==> src/rtl/pipe_pkg.sv <==
// Shared pipeline-stage definitions: default widths, bubble encoding and the
// M/W payload field layout used when packing stage-register buses.
package pipe_pkg;

    localparam int unsigned DEFAULT_DATA_W = 32;
    localparam int unsigned DEFAULT_CNT_W  = 16;
    localparam int unsigned WORD_W         = 32;

    // All-zero instruction word decodes as a NOP.
    localparam logic [WORD_W-1:0] BUBBLE = '0;

    localparam int unsigned MW_GRFWE_LSB = 0;
    localparam int unsigned MW_DM_LSB    = MW_GRFWE_LSB + 1;
    localparam int unsigned MW_ALU_LSB   = MW_DM_LSB  + WORD_W;
    localparam int unsigned MW_PC8_LSB   = MW_ALU_LSB + WORD_W;
    localparam int unsigned MW_PC4_LSB   = MW_PC8_LSB + WORD_W;
    localparam int unsigned MW_PC_LSB    = MW_PC4_LSB + WORD_W;
    localparam int unsigned MW_IR_LSB    = MW_PC_LSB  + WORD_W;
    localparam int unsigned MW_W         = MW_IR_LSB  + WORD_W;

    // Field order matches the LSB offsets above (first member is most significant).
    typedef struct packed {
        logic [WORD_W-1:0] ir;
        logic [WORD_W-1:0] pc;
        logic [WORD_W-1:0] pc4;
        logic [WORD_W-1:0] pc8;
        logic [WORD_W-1:0] alu;
        logic [WORD_W-1:0] dm;
        logic              grfwe;
    } mw_payload_t;

    function automatic logic [MW_W-1:0] pack_mw(input mw_payload_t p);
        return p;
    endfunction

endpackage

==> src/rtl/sat_counter.sv <==
// Saturating up-counter with synchronous clear (clear wins over increment);
// shared by the pipeline performance counters.
module sat_counter
    import pipe_pkg::*;
#(
    parameter int unsigned CNT_W = DEFAULT_CNT_W
) (
    input  logic             clk_i,
    input  logic             rst_ni,
    input  logic             inc_i,
    input  logic             clr_i,
    output logic [CNT_W-1:0] cnt_o
);

    logic [CNT_W-1:0] cnt_q;
    logic [CNT_W-1:0] cnt_d;

    always_comb begin
        cnt_d = cnt_q;
        if (clr_i) begin
            cnt_d = '0;
        end else if (inc_i && (cnt_q != '1)) begin
            cnt_d = cnt_q + CNT_W'(1);
        end
    end

    always_ff @(posedge clk_i or negedge rst_ni) begin
        if (!rst_ni) begin
            cnt_q <= '0;
        end else begin
            cnt_q <= cnt_d;
        end
    end

    assign cnt_o = cnt_q;

endmodule

==> src/rtl/pipe_stage_skid.sv <==
// Pipeline stage register with a 2-entry skid buffer: in_ready comes straight
// from a flop, so downstream stalls never reach upstream combinationally.
module pipe_stage_skid
    import pipe_pkg::*;
#(
    parameter int unsigned            DATA_W    = DEFAULT_DATA_W,
    parameter logic [DATA_W-1:0]      RESET_VAL = '0,
    parameter int unsigned            CNT_W     = DEFAULT_CNT_W
) (
    input  logic              clk,
    input  logic              reset,
    input  logic              flush,
    input  logic              in_valid,
    output logic              in_ready,
    input  logic [DATA_W-1:0] in_data,
    output logic              out_valid,
    input  logic              out_ready,
    output logic [DATA_W-1:0] out_data,
    output logic [1:0]        occupancy,
    output logic [CNT_W-1:0]  stall_cnt,
    input  logic              stall_clr
);

    logic              main_v_q, main_v_d;
    logic [DATA_W-1:0] main_d_q, main_d_d;
    logic              skid_v_q, skid_v_d;
    logic [DATA_W-1:0] skid_d_q, skid_d_d;

    logic in_fire;
    logic out_fire;

    assign in_fire  = in_valid & ~skid_v_q;
    assign out_fire = main_v_q & out_ready;

    always_comb begin
        main_v_d = main_v_q;
        main_d_d = main_d_q;
        skid_v_d = skid_v_q;
        skid_d_d = skid_d_q;
        if (flush) begin
            main_v_d = 1'b0;
            main_d_d = RESET_VAL;
            skid_v_d = 1'b0;
            skid_d_d = RESET_VAL;
        end else if (!main_v_q || out_fire) begin
            // Skid is older than anything upstream, so it refills main first.
            if (skid_v_q) begin
                main_v_d = 1'b1;
                main_d_d = skid_d_q;
                skid_v_d = 1'b0;
            end else if (in_fire) begin
                main_v_d = 1'b1;
                main_d_d = in_data;
            end else begin
                main_v_d = 1'b0;
                main_d_d = RESET_VAL;
            end
        end else if (in_fire) begin
            skid_v_d = 1'b1;
            skid_d_d = in_data;
        end
    end

    always_ff @(posedge clk or negedge reset) begin
        if (!reset) begin
            main_v_q <= 1'b0;
            main_d_q <= RESET_VAL;
            skid_v_q <= 1'b0;
            skid_d_q <= RESET_VAL;
        end else begin
            main_v_q <= main_v_d;
            main_d_q <= main_d_d;
            skid_v_q <= skid_v_d;
            skid_d_q <= skid_d_d;
        end
    end

    assign out_valid = main_v_q;
    assign out_data  = main_d_q;
    assign in_ready  = ~skid_v_q;
    assign occupancy = {1'b0, main_v_q} + {1'b0, skid_v_q};

    sat_counter #(
        .CNT_W (CNT_W)
    ) u_stall_cnt (
        .clk_i  (clk),
        .rst_ni (reset),
        .inc_i  (main_v_q & ~out_ready),
        .clr_i  (stall_clr),
        .cnt_o  (stall_cnt)
    );

`ifndef SYNTHESIS
    a_occ_max: assert property (@(posedge clk) disable iff (!reset) occupancy <= 2'd2);
    a_skid_needs_main: assert property (@(posedge clk) disable iff (!reset) skid_v_q |-> main_v_q);
`endif

endmodule
==> config.mk <==
export PLATFORM = sky130hd
export DESIGN_NAME = pipe_stage_skid
export DESIGN_NICKNAME = d
export VERILOG_FILES = /design/src/rtl/pipe_pkg.sv /design/src/rtl/sat_counter.sv /design/src/rtl/pipe_stage_skid.sv
export SDC_FILE = /design/constraint.sdc
export NUM_CORES = 1
export LEC_CHECK = 0
export CAP_MARGIN = 20
export CORE_MARGIN = 2
export CORE_UTILIZATION = 40
export CTS_BUF_LIST = sky130_fd_sc_hd__clkbuf_8
export DETAILED_ROUTE_END_ITERATION = 7
export GPL_ROUTABILITY_DRIVEN = 1
export PLACE_DENSITY = 0.67
export SLEW_MARGIN = 40
export SYNTH_ARGS = -nofsm -noshare
export SYNTH_HDL_FRONTEND = slang
export SYNTH_HIERARCHICAL = 1
export SYNTH_SLANG_ARGS = --single-unit
==> constraint.sdc <==
create_clock -name clk -period 1.9 [get_ports clk]
set_input_delay 0.475 -clock clk [delete_from_list [all_inputs] [get_ports clk]]
set_output_delay 0.475 -clock clk [all_outputs]
set_load 0.05 [all_outputs]
==> out/qor.csv <==
metric,value,unit
first-pass GRT wire length,18000,um
layout cell share with drive strength beyond 1,25.2,%
max cap viols,0,
largest net degree at the start of global routing,44,
share of flip-flops with an asynchronous set or reset,100,%
Worst Skew,0.00883,ns
Rel. slew slack,69.1,%
GR Overflow Total,0,
Setup-failing EPs final,0,
CTS sink cnt,82,
IO Port Bufs,89,
Worst-path clk slew,0.08,ns
Seq cells post-synth,82,
pwr/cell area,683,mW/mm2
setup_tns,0,ns
status,"finished, final reports clean",
CTS HTree Levels,3,
Post-Syn Instances,433,
row count,38,
Post-DP HPWL,7290,um
min-delay worst type,primary input to asynchronous set/reset pin,
Syn. warnings,6,
final hold vios,0,
Worst path most repeated cell,buf_4,
Routed Antenna Nets,0,
Max VDD drop,0.437,mV
CTS tree,built,
Initial Util,41.5,%
Setup WS pre-CTS,-0.221,ns
CTS Hold Buffers Added,0,
Max Clk Rate,545,MHz
setup slack after layout,0.0657,ns
crit-path max cell delay,0.47,ns
fin util,52.5,%
I/O pins,90,
pins over their slew limit,0,
Max clock buf depth,2,
clk_lat worst skew,0.34,ns
nets,559,
Die ar.,0.0122,mm2
Critical Path End Type,register,
Die W,111,um
"Distinct cells, synth",38,
n_diodes,0,
leakage power,2.32,nW
Mapped Area,0.00454,mm2
register area share after synthesis,45.2,%
"Max FO, Critical Path",11,
actual slew at the worst max-slew pin,0.463,ns
Num CTS Buffers,9,
Root Buffer,clkbuf_8,
placed cell area,0.00550,mm2
RePlAce Congestion,0.822,
core box area,0.0109,mm2
"Slowest-stage cell, CP",or4_4,
"Avg Cell Area, Syn",10.5,um2
hold_ws,0.0121,ns
DR vias/cell,5.45,
Total GRT Usage,17.7,%
finished layout cell area,0.00574,mm2
required time of the worst setup path,2.16,ns
DR vias,3615,
die height,111,um
Routed WL,10900,um
CP Launch Type,register,
Area growth syn-to-layout,26.5,%
"critical path, cell by cell","ha_4, nand4_2, nor4_4, buf_4, buf_4, or4_4, a21oi_1",
final period demand of the worst path,1.83,ns
vias in the first global route,3540,
Critical Path AT,2.09,ns
period utilization,96.5,%
Wirelength per Cell,16.4,um
number of synthesized flops with an enable pin,0,
critical path class,register to register,
Synth Net Count,473,
DRC Markers,0,
Initial DRC Count,205,
initial antenna violation count,0,
ys flop type,dfrtp_1,
fill count,1003,
first-pass iteration count of the detailed router,4,
layer usage:
metal  up-vias  GRT usage, %  routed length [um]
met5         -             0                   0
met4         0          3.00                  48
met3         4          3.73                 570
met2       106          27.2                5080
met1      1775          26.0                5190
li1       1730             -                   -
per-stage QoR:
step                power [mW]  std cells
floorplan                 2.30        433
global placement          2.58        645
detailed placement        2.59        645
CTS                       3.95        660
global route              4.08        663
finish                    3.92        663
cells in the mapped netlist, types with 4 or more instances:
library cell,n,area share [%]
a21oi_1,12,1.3
a311oi_1,25,4.8
a311oi_2,7,2.3
buf_2,12,1.3
buf_6,7,1.7
clkbuf_1,19,1.6
dfrtp_1,82,45
inv_1,4,0.33
mux2_1,4,0.99
mux2i_1,32,7.1
nand2_1,38,3.1
nand2b_1,65,9.0
nand3b_1,33,5.5
nand4_1,6,0.83
nor2_1,5,0.41
nor2b_1,4,0.55
nor3b_1,32,5.3
nor4_1,4,0.55
o31ai_1,7,1.2
or4_1,5,0.83
cells in the final DEF (no fill, tap or decap), types with 6 or more instances in the layout:
cell type / Yosys / layout
nand2b_1: 65 / 64
dfrtp_1: 82 / 68
mux2i_1: 32 / 32
nand2_1: 38 / 38
nand4_1: 6 / 6
buf_12: 3 / 7
a21oi_1: 12 / 12
clkbuf_8: 0 / 9
o31ai_1: 7 / 7
a311oi_2: 7 / 7
a311oi_1: 25 / 25
nand3b_1: 33 / 33
buf_4: 0 / 74
nor3b_1: 32 / 32
dfrtp_2: 0 / 14
clkdlybuf4s50_1: 0 / 35
power breakdown:
group / switching, mW / internal [mW] / total [mW]
Combinational: 0.418 / 0.287 / 0.705
Sequential: 0.0431 / 1.81 / 1.85
Clock: 0.639 / 0.727 / 1.37
cell type report:
| class | count | area (um2) | share of cell area (%) |
|---|---|---|---|
| clock buffer | 9 | 124 | 2.16 |
| inverter | 5 | 21.3 | 0.370 |
| clock inverter | 6 | 82.6 | 1.44 |
| multi-input combinational | 304 | 2220 | 38.6 |
| timing repair buffer | 117 | 1050 | 18.3 |
| sequential | 82 | 2070 | 36.0 |
| tap | 140 | 175 | 3.05 |
what timing repair did:
| item | in CTS | in global routing |
|---|---|---|
| buffers inserted | 0 | 3 |
| endpoints found under the setup margin | 0 | 4 |
| gates resized for setup | 0 | 2 |
cell families after synthesis:
kind of cell | count (synthesis) | synth area share, %
flops | 82 | 45.2
mux | 36 | 8.05
fa+ha+maj | 2 | 0.551
simple gates | 209 | 29.1
buf+inv | 47 | 6.48
compound gates | 57 | 10.6
registers in the layout, summed over array words and instances, names as in the netlist:
| signal | cells |
|---|---|
| out_valid | 1 |
| skid_d_q | 32 |
| skid_v_q | 1 |
| u_stall_cnt/cnt_o | 16 |
| out_data | 32 |
worst paths after layout:
path	from	endpoint	slack, ns	cells past startpoint
min	reset	u_stall_cnt/cnt_o[10]$_DFFE_PN0P_	0.01	1
min reg2reg	skid_d_q[28]$_DFFE_PN0P_	skid_d_q[28]$_DFFE_PN0P_	0.55	2
max reg2reg	u_stall_cnt/cnt_o[0]$_DFFE_PN0P_	u_stall_cnt/cnt_o[3]$_DFFE_PN0P_	0.07	7
max in group asynchronous	reset	skid_d_q[0]$_DFFE_PN0P_	1.30	2
max	u_stall_cnt/cnt_o[0]$_DFFE_PN0P_	u_stall_cnt/cnt_o[3]$_DFFE_PN0P_	0.07	7
min in group clk	skid_d_q[28]$_DFFE_PN0P_	skid_d_q[28]$_DFFE_PN0P_	0.55	2
worst max-delay path: cells and delay by family (launching register included):
family	cells	cell delay [ns]
and+or+nand+nor	3	0.64
DFF	1	0.46
adders and majority gates	1	0.19
AOI/OAI and AO/OA	1	0.14
buffers and inverters	2	0.34
Power figures use the tool's default switching activity.
